### src/rtl/match_engine_pkg.sv
// Shared card encodings and FSM state type for the memory-game match engine.
package match_engine_pkg;

  localparam int CARD_STATE_SIZE   = 2;
  localparam int CARD_ADDRESS_SIZE = 5;
  localparam int CARD_COLOR_SIZE   = 4;

  typedef enum logic [CARD_STATE_SIZE-1:0] {
    HIDDEN  = 2'd0,
    SHOWN   = 2'd1,
    MATCHED = 2'd2
  } card_state_e;

  typedef enum logic [2:0] {
    S_IDLE,
    S_WAIT_CLICK,
    S_SHOW,
    S_CHECK,
    S_HOLD,
    S_WRITE_BACK,
    S_NEXT_TURN,
    S_GAME_OVER
  } me_state_e;

endpackage

### src/rtl/match_engine_score_board.sv
// Per-player saturating score registers and the max-score winner mask.
module score_board #(
  parameter int NUM_PLAYERS = 2,
  parameter int SCORE_W     = 6
) (
  input  logic                                  clk,
  input  logic                                  rst,
  input  logic                                  clear,
  input  logic                                  inc,
  input  logic [1:0]                            player,
  output logic [NUM_PLAYERS-1:0][SCORE_W-1:0]   scores,
  output logic [NUM_PLAYERS-1:0]                winner_mask
);

  always_ff @(posedge clk or negedge rst) begin
    if (!rst) begin
      scores <= '0;
    end else if (clear) begin
      scores <= '0;
    end else if (inc) begin
      for (int p = 0; p < NUM_PLAYERS; p++)
        if (player == 2'(p) && scores[p] != '1)
          scores[p] <= scores[p] + 1'b1;
    end
  end

  // Ties flag every player sharing the top score.
  logic [SCORE_W-1:0] best;
  always_comb begin
    best        = '0;
    winner_mask = '0;
    for (int p = 0; p < NUM_PLAYERS; p++)
      if (scores[p] > best) best = scores[p];
    for (int p = 0; p < NUM_PLAYERS; p++)
      winner_mask[p] = (scores[p] == best);
  end

endmodule

### src/rtl/match_engine.sv
// Memory-game round controller: collects click groups, compares colours,
// writes card states back to the regfile and tracks turns, scores and moves.
module match_engine
  import match_engine_pkg::*;
#(
  parameter int ADDR_W      = 5,
  parameter int COLOR_W     = 4,
  parameter int GROUP_SIZE  = 2,
  parameter int NUM_PLAYERS = 2,
  parameter int SCORE_W     = 6,
  parameter int MOVES_W     = 10,
  parameter int HOLD_CYCLES = 65000000
) (
  input  logic                            clk,
  input  logic                            rst,
  input  logic                            start,
  input  logic [ADDR_W:0]                 num_of_cards,
  input  logic                            card_pressed,
  input  logic [ADDR_W-1:0]               card_addr,
  input  logic [COLOR_W-1:0]              card_color,
  input  logic [1:0]                      card_state,
  output logic                            wait_for_click,
  output logic                            write_en,
  output logic [ADDR_W-1:0]               write_addr,
  output logic [1:0]                      write_state,
  output logic [1:0]                      cur_player,
  output logic [NUM_PLAYERS*SCORE_W-1:0]  scores,
  output logic [MOVES_W-1:0]              moves,
  output logic                            game_over,
  output logic [NUM_PLAYERS-1:0]          winner_mask
);

  localparam int SEL_W  = $clog2(GROUP_SIZE + 1);
  localparam int CNT_W  = ADDR_W + 1;
  localparam int HOLD_W = (HOLD_CYCLES > 1) ? $clog2(HOLD_CYCLES) : 1;

  me_state_e state, nxt;

  logic [CNT_W-1:0]                     n_cards, matched_cnt, remaining;
  logic [GROUP_SIZE-1:0][ADDR_W-1:0]    buf_addr;
  logic [GROUP_SIZE-1:0][COLOR_W-1:0]   buf_color;
  logic [SEL_W-1:0]                     sel_cnt, wb_idx;
  logic [HOLD_W-1:0]                    hold_cnt;
  logic [ADDR_W-1:0]                    show_addr, wb_addr;
  logic [1:0]                           player_q;
  logic [MOVES_W-1:0]                   moves_q;
  logic [NUM_PLAYERS-1:0]               win_q, sb_win;
  logic                                 is_match, group_match, click_ok;
  logic                                 wb_last, end_game, start_short, sb_inc;

  assign click_ok    = (state == S_WAIT_CLICK) && card_pressed && !start &&
                       (card_state == HIDDEN);
  assign wb_last     = (wb_idx == SEL_W'(GROUP_SIZE - 1));
  assign remaining   = n_cards - matched_cnt;
  assign end_game    = (remaining < CNT_W'(GROUP_SIZE));
  assign start_short = (num_of_cards < CNT_W'(GROUP_SIZE));
  assign sb_inc      = (state == S_WRITE_BACK) && wb_last && is_match && !start;

  always_comb begin
    group_match = 1'b1;
    for (int i = 1; i < GROUP_SIZE; i++)
      if (buf_color[i] != buf_color[0]) group_match = 1'b0;
  end

  always_comb begin
    wb_addr = '0;
    for (int i = 0; i < GROUP_SIZE; i++)
      if (wb_idx == SEL_W'(i)) wb_addr = buf_addr[i];
  end

  always_ff @(posedge clk or negedge rst) begin
    if (!rst) state <= S_IDLE;
    else      state <= nxt;
  end

  always_comb begin
    nxt            = state;
    wait_for_click = 1'b0;
    write_en       = 1'b0;
    write_addr     = '0;
    write_state    = HIDDEN;
    game_over      = 1'b0;
    case (state)
      S_IDLE: ;
      S_WAIT_CLICK: begin
        wait_for_click = 1'b1;
        if (click_ok) nxt = S_SHOW;
      end
      S_SHOW: begin
        write_en    = 1'b1;
        write_addr  = show_addr;
        write_state = SHOWN;
        nxt = (sel_cnt == SEL_W'(GROUP_SIZE)) ? S_CHECK : S_WAIT_CLICK;
      end
      S_CHECK: nxt = group_match ? S_WRITE_BACK : S_HOLD;
      S_HOLD:  if (hold_cnt == '0) nxt = S_WRITE_BACK;
      S_WRITE_BACK: begin
        write_en    = 1'b1;
        write_addr  = wb_addr;
        write_state = is_match ? MATCHED : HIDDEN;
        if (wb_last) nxt = S_NEXT_TURN;
      end
      S_NEXT_TURN: nxt = end_game ? S_GAME_OVER : S_WAIT_CLICK;
      S_GAME_OVER: game_over = 1'b1;
      default:     nxt = S_IDLE;
    endcase
    // A restart wins over everything, including a write already on the bus.
    if (start) begin
      nxt      = start_short ? S_GAME_OVER : S_WAIT_CLICK;
      write_en = 1'b0;
    end
  end

  always_ff @(posedge clk or negedge rst) begin
    if (!rst) begin
      n_cards     <= '0;
      matched_cnt <= '0;
      buf_addr    <= '0;
      buf_color   <= '0;
      sel_cnt     <= '0;
      wb_idx      <= '0;
      hold_cnt    <= '0;
      show_addr   <= '0;
      player_q    <= '0;
      moves_q     <= '0;
      win_q       <= '0;
      is_match    <= 1'b0;
    end else if (start) begin
      n_cards     <= num_of_cards;
      matched_cnt <= '0;
      sel_cnt     <= '0;
      wb_idx      <= '0;
      hold_cnt    <= '0;
      player_q    <= '0;
      moves_q     <= '0;
      is_match    <= 1'b0;
      win_q       <= start_short ? '1 : '0;
    end else begin
      case (state)
        S_WAIT_CLICK: if (click_ok) begin
          for (int i = 0; i < GROUP_SIZE; i++)
            if (sel_cnt == SEL_W'(i)) begin
              buf_addr[i]  <= card_addr;
              buf_color[i] <= card_color;
            end
          show_addr <= card_addr;
          sel_cnt   <= sel_cnt + 1'b1;
        end
        S_CHECK: begin
          is_match <= group_match;
          hold_cnt <= HOLD_W'(HOLD_CYCLES - 1);
          wb_idx   <= '0;
          if (moves_q != '1) moves_q <= moves_q + 1'b1;
        end
        S_HOLD: if (hold_cnt != '0) hold_cnt <= hold_cnt - 1'b1;
        S_WRITE_BACK: begin
          if (wb_last) begin
            wb_idx <= '0;
            if (is_match) matched_cnt <= matched_cnt + CNT_W'(GROUP_SIZE);
          end else begin
            wb_idx <= wb_idx + 1'b1;
          end
        end
        S_NEXT_TURN: begin
          sel_cnt <= '0;
          if (!is_match)
            player_q <= (player_q == 2'(NUM_PLAYERS - 1)) ? 2'd0 : player_q + 2'd1;
          if (end_game) win_q <= sb_win;
        end
        default: ;
      endcase
    end
  end

  score_board #(.NUM_PLAYERS(NUM_PLAYERS), .SCORE_W(SCORE_W)) u_score_board (
    .clk         (clk),
    .rst         (rst),
    .clear       (start),
    .inc         (sb_inc),
    .player      (player_q),
    .scores      (scores),
    .winner_mask (sb_win)
  );

  assign cur_player  = player_q;
  assign moves       = moves_q;
  assign winner_mask = win_q;

endmodule

### config.mk
export PLATFORM = sky130hd
export DESIGN_NAME = match_engine
export DESIGN_NICKNAME = d
export VERILOG_FILES = /design/src/rtl/match_engine_pkg.sv /design/src/rtl/match_engine_score_board.sv /design/src/rtl/match_engine.sv
export SDC_FILE = /design/constraint.sdc
export NUM_CORES = 1
export LEC_CHECK = 0
export ABC_CLOCK_PERIOD_IN_PS = 4900
export BUFFER_PORTS_ARGS = -buffer_cell sky130_fd_sc_hd__buf_2
export CAP_MARGIN = 20
export CORE_AREA = 8 8 114 143
export CTS_BUF_LIST = sky130_fd_sc_hd__clkbuf_2
export DETAILED_ROUTE_END_ITERATION = 12
export DIE_AREA = 0 0 122 151
export GPL_TIMING_DRIVEN = 0
export HOLD_SLACK_MARGIN = 0.03
export PLACE_DENSITY = 0.6
export SKIP_CTS_REPAIR_TIMING = 1
export SYNTH_ARGS = -nofsm -noshare
export SYNTH_HDL_FRONTEND = slang
export SYNTH_SLANG_ARGS = --single-unit
### constraint.sdc
create_clock -name clk -period 4.9 [get_ports clk]
set_clock_uncertainty 0.05 [all_clocks]
set_input_delay 0.49 -clock clk [delete_from_list [all_inputs] [get_ports clk]]
set_output_delay 0.49 -clock clk [all_outputs]
set_load 0.02 [all_outputs]
==> results.md, run 1 <==
- CP Launch Point: start
- Slew @ Worst Pin: 0.831 ns
- Total routed wirelength: 14000 um
- Synth cell types: 66
- Fraction of the mapped netlist area in compound gates: 0.110
- Detailed-route DRC error count: 0
- Main combinational cell family by area after synthesis: simple AND/OR/NAND/NOR gates
- Final TNS setup: 0 ns
- Maximum net fanout on the critical path: 10
- Post-Layout Inst Area: 0.00621 mm2
- Clock H-tree levels: 3
- R2R Setup Slk: 1.97 ns
- Library cell with the largest summed area after synthesis: sky130_fd_sc_hd__dfrtp_1
- Initial standard-cell utilization of the core: 0.392
- Clk pin slew, worst setup/hold paths: 0.29 ns
- Placeable core region: 0.0140 mm2
- Share of the synthesized netlist area taken by xor and xnor gates: 0.0557
- Source-to-sink clock delay at the later pin of the worst-skew pair: 0.60 ns
- Cell area reported after detailed placement: 0.00603 mm2
- Number of storage elements in the synthesis netlist: 93
- Top-count cell post-synth: sky130_fd_sc_hd__dfrtp_1
- Class of the most critical hold timing path: in2reg
- Endpoint of the worst hold path: buf_color[4]
- Synth Warn #: 0
- Maximum number of pins on one net before global-route repair: 68
- Start point of the worst min-delay path: card_color[0]
- Most frequent cells after synthesis: 93 x sky130_fd_sc_hd__dfrtp_1, 59 x sky130_fd_sc_hd__nand2_1, 53 x sky130_fd_sc_hd__nor2_1
- CTS buffer count: 9
- Leftover overflow at the end of global routing: 0
- Hold Violations, Final: 0
- Worst Reg-to-Reg Cells: 7
- Share of the synthesized area in the top cell type: 0.423
- Overall die area: 0.0184 mm2
- Wire length of the first global-routing pass: 23200 um
- Clock Path Buffers: 2
- Syn avg cell area: 9.40 um2
- Slew Viols, Final: 0
- Via count of the first global-routing pass: 4855
- Critical register-to-register path endpoint: buf_color[0]
- Cell types occupying the most area after synthesis: sky130_fd_sc_hd__dfrtp_1 42%, sky130_fd_sc_hd__mux2_2 5.9%, sky130_fd_sc_hd__xnor2_1 4.6%
- Layout Cells excl Fill: 843
- Met1 Wirelength: 5910 um
- FMAX: 0.320 GHz
- Share of final-layout standard cells stronger than drive strength 1: 0.185
- Clock sink total: 93
- Worst hold path stage count: 2
- Met3 wirelength from detailed routing: 326 um
- Adder and majority cell fraction of the synthesized area: 0.0468
- Required arrival time at the worst endpoint: 4.36 ns
- Crit Path Category: in2out
- Pre-antenna DRT Iters: 4
- Synth async-reset ratio: 1.00
- RSZ-0062 raised after global routing: false
- Layout overhead on the synthesized area: 12.8%
- Outcome: finished clean
- Number of maximum-capacitance violations: 0
- Antenna Violating Nets Remaining: 0
- Nature of the critical path endpoint: output pin
- Post-synthesis cell count: 586
- Total placed cells including tap cells: 819
- Via-per-instance ratio: 5.49
- Sequential share of the synthesized area: 0.423
- Share of the cycle needed by the critical path after routing: 0.638
- DIE WIDTH: 122 um
- Post-synthesis simple-gate area fraction: 0.226
- Critical path arrival: 2.59 ns
- Height of the die: 151 um
- Top Ports: 57
- Number of antenna violations at the first check in global routing: 1
- Uppermost metal layer occupied by signal nets: met4
- DRC marker count from the first detailed-route iteration: 233
- Net count, final: 700
- Total routing usage reported by global routing: 0.156
- Detailed placer's ending HPWL: 10300 um
- Util after Layout: 0.442
- Net count after synthesis: 627
- DR WL/cell: 16.6 um
- Mux cell area share after synthesis: 0.0920
- Largest vdd supply drop: 0.000173 V
- Post-layout min period: 3.13 ns
- Startpoint of the worst-slack reg-to-reg timing path: state[1]
- Post-synthesis instance area: 0.00551 mm2
- Last weighted congestion value of the routability-driven placer: 0.880
- Root Buffer Master: sky130_fd_sc_hd__clkbuf_2
- Worst slew slack as a fraction of its limit: 0.442
- Routed met2 length: 7410 um
- Vias: 4632
- Clock tree from TritonCTS: yes
- Main synth FF type: sky130_fd_sc_hd__dfrtp_1
- Standard-cell row count: 49
- Startpoint type of the worst setup path: input pin
- Count of flip-flops with a built-in enable after synthesis: 0
- Final setup vio count: 0
- Overall power after layout: 2210 uW
- Port bufs: 54
- Leak pwr: 0.00275 uW
- Pwr Density: 356 mW/mm2
## state kept, by name, summed over array words and instances (netlist names), 5 cells and up
register	count
buf_addr	10
buf_color	8
n_cards	5
matched_cnt	5
moves	10
show_addr	5
hold_cnt	26
u_score_board.scores	12
## worst max-delay path by stage
stage | slack, ns | cells past startpoint | end
after global routing | 1.67 | 6 | write_en
after floorplan | 2.36 | 6 | hold_cnt[1]
after CTS | 1.72 | 6 | write_en
final | 1.77 | 6 | write_en
after global placement | 1.68 | 6 | write_en
after detailed placement | 1.73 | 6 | write_en
## power breakdown
group / switching [uW] / internal, uW / total, uW
Sequential: 112 / 901 / 1010
Clock: 300 / 80.1 / 380
Combinational: 495 / 324 / 819
Total: 907 / 1310 / 2210
## worst max-delay path: stages
cell	delay (ns)
sky130_fd_sc_hd__clkbuf_1	0.33
sky130_fd_sc_hd__clkbuf_1	0.50
sky130_fd_sc_hd__clkbuf_1	0.44
sky130_fd_sc_hd__buf_1	0.53
sky130_fd_sc_hd__a21oi_1	0.10
sky130_fd_sc_hd__buf_2	0.19
## cells by family (layout without fill, tap and decap cells)
family | count (synthesis) | count (layout)
AOI/OAI and AO/OA | 86 | 86
adders and majority gates | 20 | 20
and+or+nand+nor | 241 | 241
xor gates and xnor gates | 35 | 35
buffers and inverters | 63 | 141
muxes | 47 | 47
DFF | 93 | 93
other | 1 | 2
## cell usage in the layout (no fill, tap or decap), drive strengths merged, types with 4 or more instances in the layout
| cell | count |
|---|---|
| or2 | 4 |
| nand4b | 4 |
| nor3 | 26 |
| xnor2 | 29 |
| nand2b | 4 |
| and3 | 7 |
| nand4 | 10 |
| inv | 43 |
| a2111oi | 4 |
| a21oi | 20 |
| mux2 | 29 |
| dlygate4sd3 | 7 |
| and2 | 4 |
| o21ai | 17 |
| or4 | 7 |
| o21a | 4 |
| a211oi | 15 |
| nor2 | 53 |
| or3 | 15 |
| dfrtp | 93 |
| ha | 19 |
| clkbuf | 26 |
| nand3 | 15 |
| mux2i | 18 |
| buf | 63 |
| nand2 | 59 |
| nor4 | 18 |
| xor2 | 6 |
## stage by stage
stage               hold WS, ns  worst slack [ns]
global placement          0.436              1.68
global route             0.0454              1.67
finish                   0.0674              1.77
floorplan                 0.144              2.36
detailed placement        0.395              1.73
CTS                      -0.306              1.72
## layer usage
| layer | GRT usage | vias to the layer above |
|---|---|---|
| met5 | 0 | - |
| met4 | 0.0699 | 0 |
| met1 | 0.177 | 2312 |
| met3 | 0.0164 | 18 |
| met2 | 0.287 | 67 |
| li1 | - | 2235 |
## layout make-up
cell class / instances / area, um2
inverters: 38 / 143
multi-input cells: 430 / 2920
clock buffers: 9 / 45.0
diodes: 1 / 2.50
fillers: 1375 / 7830
clock inverters: 7 / 63.8
plain buffers: 25 / 113
well taps: 178 / 223
repair buffers: 62 / 370
flip-flops and latches: 93 / 2330
Power figures use the tool's default switching activity.
==> inputs of run 2 (changes only) <==
--- a/config.mk
+++ b/config.mk
@@ -5,7 +5,7 @@
 export SDC_FILE = /design/constraint.sdc
 export NUM_CORES = 1
 export LEC_CHECK = 0
-export ABC_CLOCK_PERIOD_IN_PS = 4900
+export ABC_CLOCK_PERIOD_IN_PS = 2940
 export BUFFER_PORTS_ARGS = -buffer_cell sky130_fd_sc_hd__buf_2
 export CAP_MARGIN = 20
 export CORE_AREA = 8 8 114 143
==> constraint.sdc (replaced) <==
create_clock -name clk -period 2.94 [get_ports clk]
set_clock_uncertainty 0.05 [all_clocks]
set_input_delay 0.294 -clock clk [delete_from_list [all_inputs] [get_ports clk]]
set_output_delay 0.294 -clock clk [all_outputs]
set_load 0.02 [all_outputs]
==> results.md, run 2 (synthesized netlist as in run 1, its figures left out) <==
- Detailed-route DRC error count: 0 (unchanged)
- DIE WIDTH: 122 um (unchanged)
- Detailed placer's ending HPWL: 10300 um (unchanged)
- Maximum number of pins on one net before global-route repair: 68 (unchanged)
- Leftover overflow at the end of global routing: 0 (unchanged)
- Slew @ Worst Pin: 0.708 ns (was 0.831 ns)
- Net count, final: 710 (was 700)
- FMAX: 0.364 GHz
- Most flops, register: hold_cnt (unchanged)
- Top Ports: 57 (unchanged)
- Clock Path Buffers: 2 (unchanged)
- Worst slew slack as a fraction of its limit: 0.528 (was 0.442)
- Post-layout min period: 2.75 ns
- Number of antenna violations at the first check in global routing: 1 (unchanged)
- Hold Violations, Final: 0 (unchanged)
- Maximum net fanout on the critical path: 10 (unchanged)
- Via-per-instance ratio: 5.45 (was 5.49)
- Wire length of the first global-routing pass: 23200 um (unchanged)
- Standard-cell row count: 49 (unchanged)
- Last weighted congestion value of the routability-driven placer: 0.880 (unchanged)
- Slew Viols, Final: 0 (unchanged)
- Source-to-sink clock delay at the later pin of the worst-skew pair: 0.61 ns (was 0.60 ns)
- Commonest cells after routing, fill and taps aside: 93 x sky130_fd_sc_hd__dfrtp_1, 59 x sky130_fd_sc_hd__nand2_1, 56 x sky130_fd_sc_hd__buf_2, 52 x sky130_fd_sc_hd__nor2_1, 38 x sky130_fd_sc_hd__inv_1 (was 93 x sky130_fd_sc_hd__dfrtp_1, 59 x sky130_fd_sc_hd__nand2_1, 56 x sky130_fd_sc_hd__buf_2, 53 x sky130_fd_sc_hd__nor2_1, 38 x sky130_fd_sc_hd__inv_1)
- Post-Layout Inst Area: 0.00633 mm2 (was 0.00621 mm2)
- CTS buffer count: 9 (unchanged)
- Clock sink total: 93 (unchanged)
- Leak pwr: 0.00279 uW (was 0.00275 uW)
- Clk pin slew, worst setup/hold paths: 0.29 ns (about the same)
- Largest register FFs: 26 (unchanged)
- Final TNS setup: 0 ns (unchanged)
- Placeable core region: 0.0140 mm2 (unchanged)
- RSZ-0062 raised after global routing: false (unchanged)
- Layout overhead on the synthesized area: 15.0% (was 12.8%)
- Startpoint of the worst-slack reg-to-reg timing path: hold_cnt[6] (was state[1])
- Initial standard-cell utilization of the core: 0.392 (unchanged)
- Layout Cells excl Fill: 853 (was 843)
- Pwr Density: 586 mW/mm2 (was 356 mW/mm2)
- Required arrival time at the worst endpoint: 3.43 ns (was 4.36 ns)
- Startpoint type of the worst setup path: flop (was input pin)
- Crit Path Category: reg2reg (was in2out)
- Total placed cells including tap cells: 819 (unchanged)
- Critical register-to-register path endpoint: hold_cnt[0] (was buf_color[0])
- Overall die area: 0.0184 mm2 (unchanged)
- Outcome: finished clean (unchanged)
- Clock tree from TritonCTS: yes (unchanged)
- Share of final-layout standard cells stronger than drive strength 1: 0.190 (was 0.185)
- Final setup vio count: 0 (unchanged)
- Vias: 4647 (was 4632)
- Height of the die: 151 um (unchanged)
- Worst Reg-to-Reg Cells: 7 (unchanged)
- Port bufs: 54 (unchanged)
- Registers with the highest flip-flop counts: hold_cnt (26), u_score_board.scores (12) (unchanged)
- Class of the most critical hold timing path: in2async (was in2reg)
- Total routed wirelength: 14100 um (was 14000 um)
- R2R Setup Slk: 0.19 ns (was 1.97 ns)
- Number of maximum-capacitance violations: 0 (unchanged)
- Nature of the critical path endpoint: flop (was output pin)
- Critical path arrival: 3.24 ns (was 2.59 ns)
- Share of the cycle needed by the critical path after routing: 0.935
- Cell area reported after detailed placement: 0.00603 mm2 (unchanged)
- Hold slack final: 0.0918 ns (was 0.0674 ns)
- Most common cell after layout, fill and taps aside: sky130_fd_sc_hd__dfrtp_1 (unchanged)
- DR WL/cell: 16.5 um (was 16.6 um)
- Largest vdd supply drop: 0.000290 V (was 0.000173 V)
- Antenna Violating Nets Remaining: 0 (unchanged)
- Clock H-tree levels: 3 (unchanged)
- DRC marker count from the first detailed-route iteration: 235 (was 233)
- Pre-antenna DRT Iters: 4 (unchanged)
- Via count of the first global-routing pass: 4855 (unchanged)
- Root Buffer Master: sky130_fd_sc_hd__clkbuf_2 (unchanged)
- Total routing usage reported by global routing: 0.156 (unchanged)
## run 2: cell count changes in the layout (fill, tap and decap cells not counted), sizes merged
cell	change
dlygate4sd3	+10
## run 2: cell type report
class                   instances  area (um2)
diodes                          1        2.50
multi-input cells             430        2940
plain buffers                  25         114
clock buffers                   9        45.0
flip-flops and latches         93        2330
fillers                      1366        7710
well taps                     178         223
inverters                      38         143
repair buffers                 72         470
clock inverters                 7        63.8
## run 2: worst max path at each step
stage                 from            to  cells past startpoint
3_3_place_gp         start      write_en                      6
2_1_floorplan  hold_cnt[6]   hold_cnt[1]                      6
3_5_place_dp      state[1]   buf_addr[7]                      7
6_report       hold_cnt[6]   hold_cnt[0]                      7
5_1_grt           state[1]  buf_color[0]                      7
4_1_cts           state[1]  buf_color[0]                      7
## run 2: worst max-delay path, stage by stage, from the launching register on
cell	delay [ns]
sky130_fd_sc_hd__dfrtp_1	0.49
sky130_fd_sc_hd__or3_4	0.41
sky130_fd_sc_hd__or4_4	0.56
sky130_fd_sc_hd__or3_1	0.38
sky130_fd_sc_hd__buf_6	0.16
sky130_fd_sc_hd__a21oi_4	0.25
sky130_fd_sc_hd__buf_6	0.20
sky130_fd_sc_hd__mux2i_1	0.19
## run 2: report_power, final
group | total [uW] | switching [uW] | internal (uW)
Clock | 634 | 501 | 133
Sequential | 1690 | 187 | 1500
Combinational | 1390 | 834 | 553
## run 2: layer usage
| metal | GRT usage | share of wire |
|---|---|---|
| met5 | 0 | 0 |
| met4 | 0.0699 | 0.022 |
| met3 | 0.0164 | 0.025 |
| met2 | 0.287 | 0.53 |
| met1 | 0.177 | 0.42 |
## run 2: per-stage QoR
step / total power (uW) / utilization / setup WS, ns
floorplan: 2660 / - / 0.396
global placement: 3010 / 0.427 / 0.108
detailed placement: 3070 / 0.429 / 0.0437
CTS: 3700 / 0.437 / 0.00769
global route: 3960 / 0.451 / 0.0342
finish: 3710 / 0.451 / 0.192
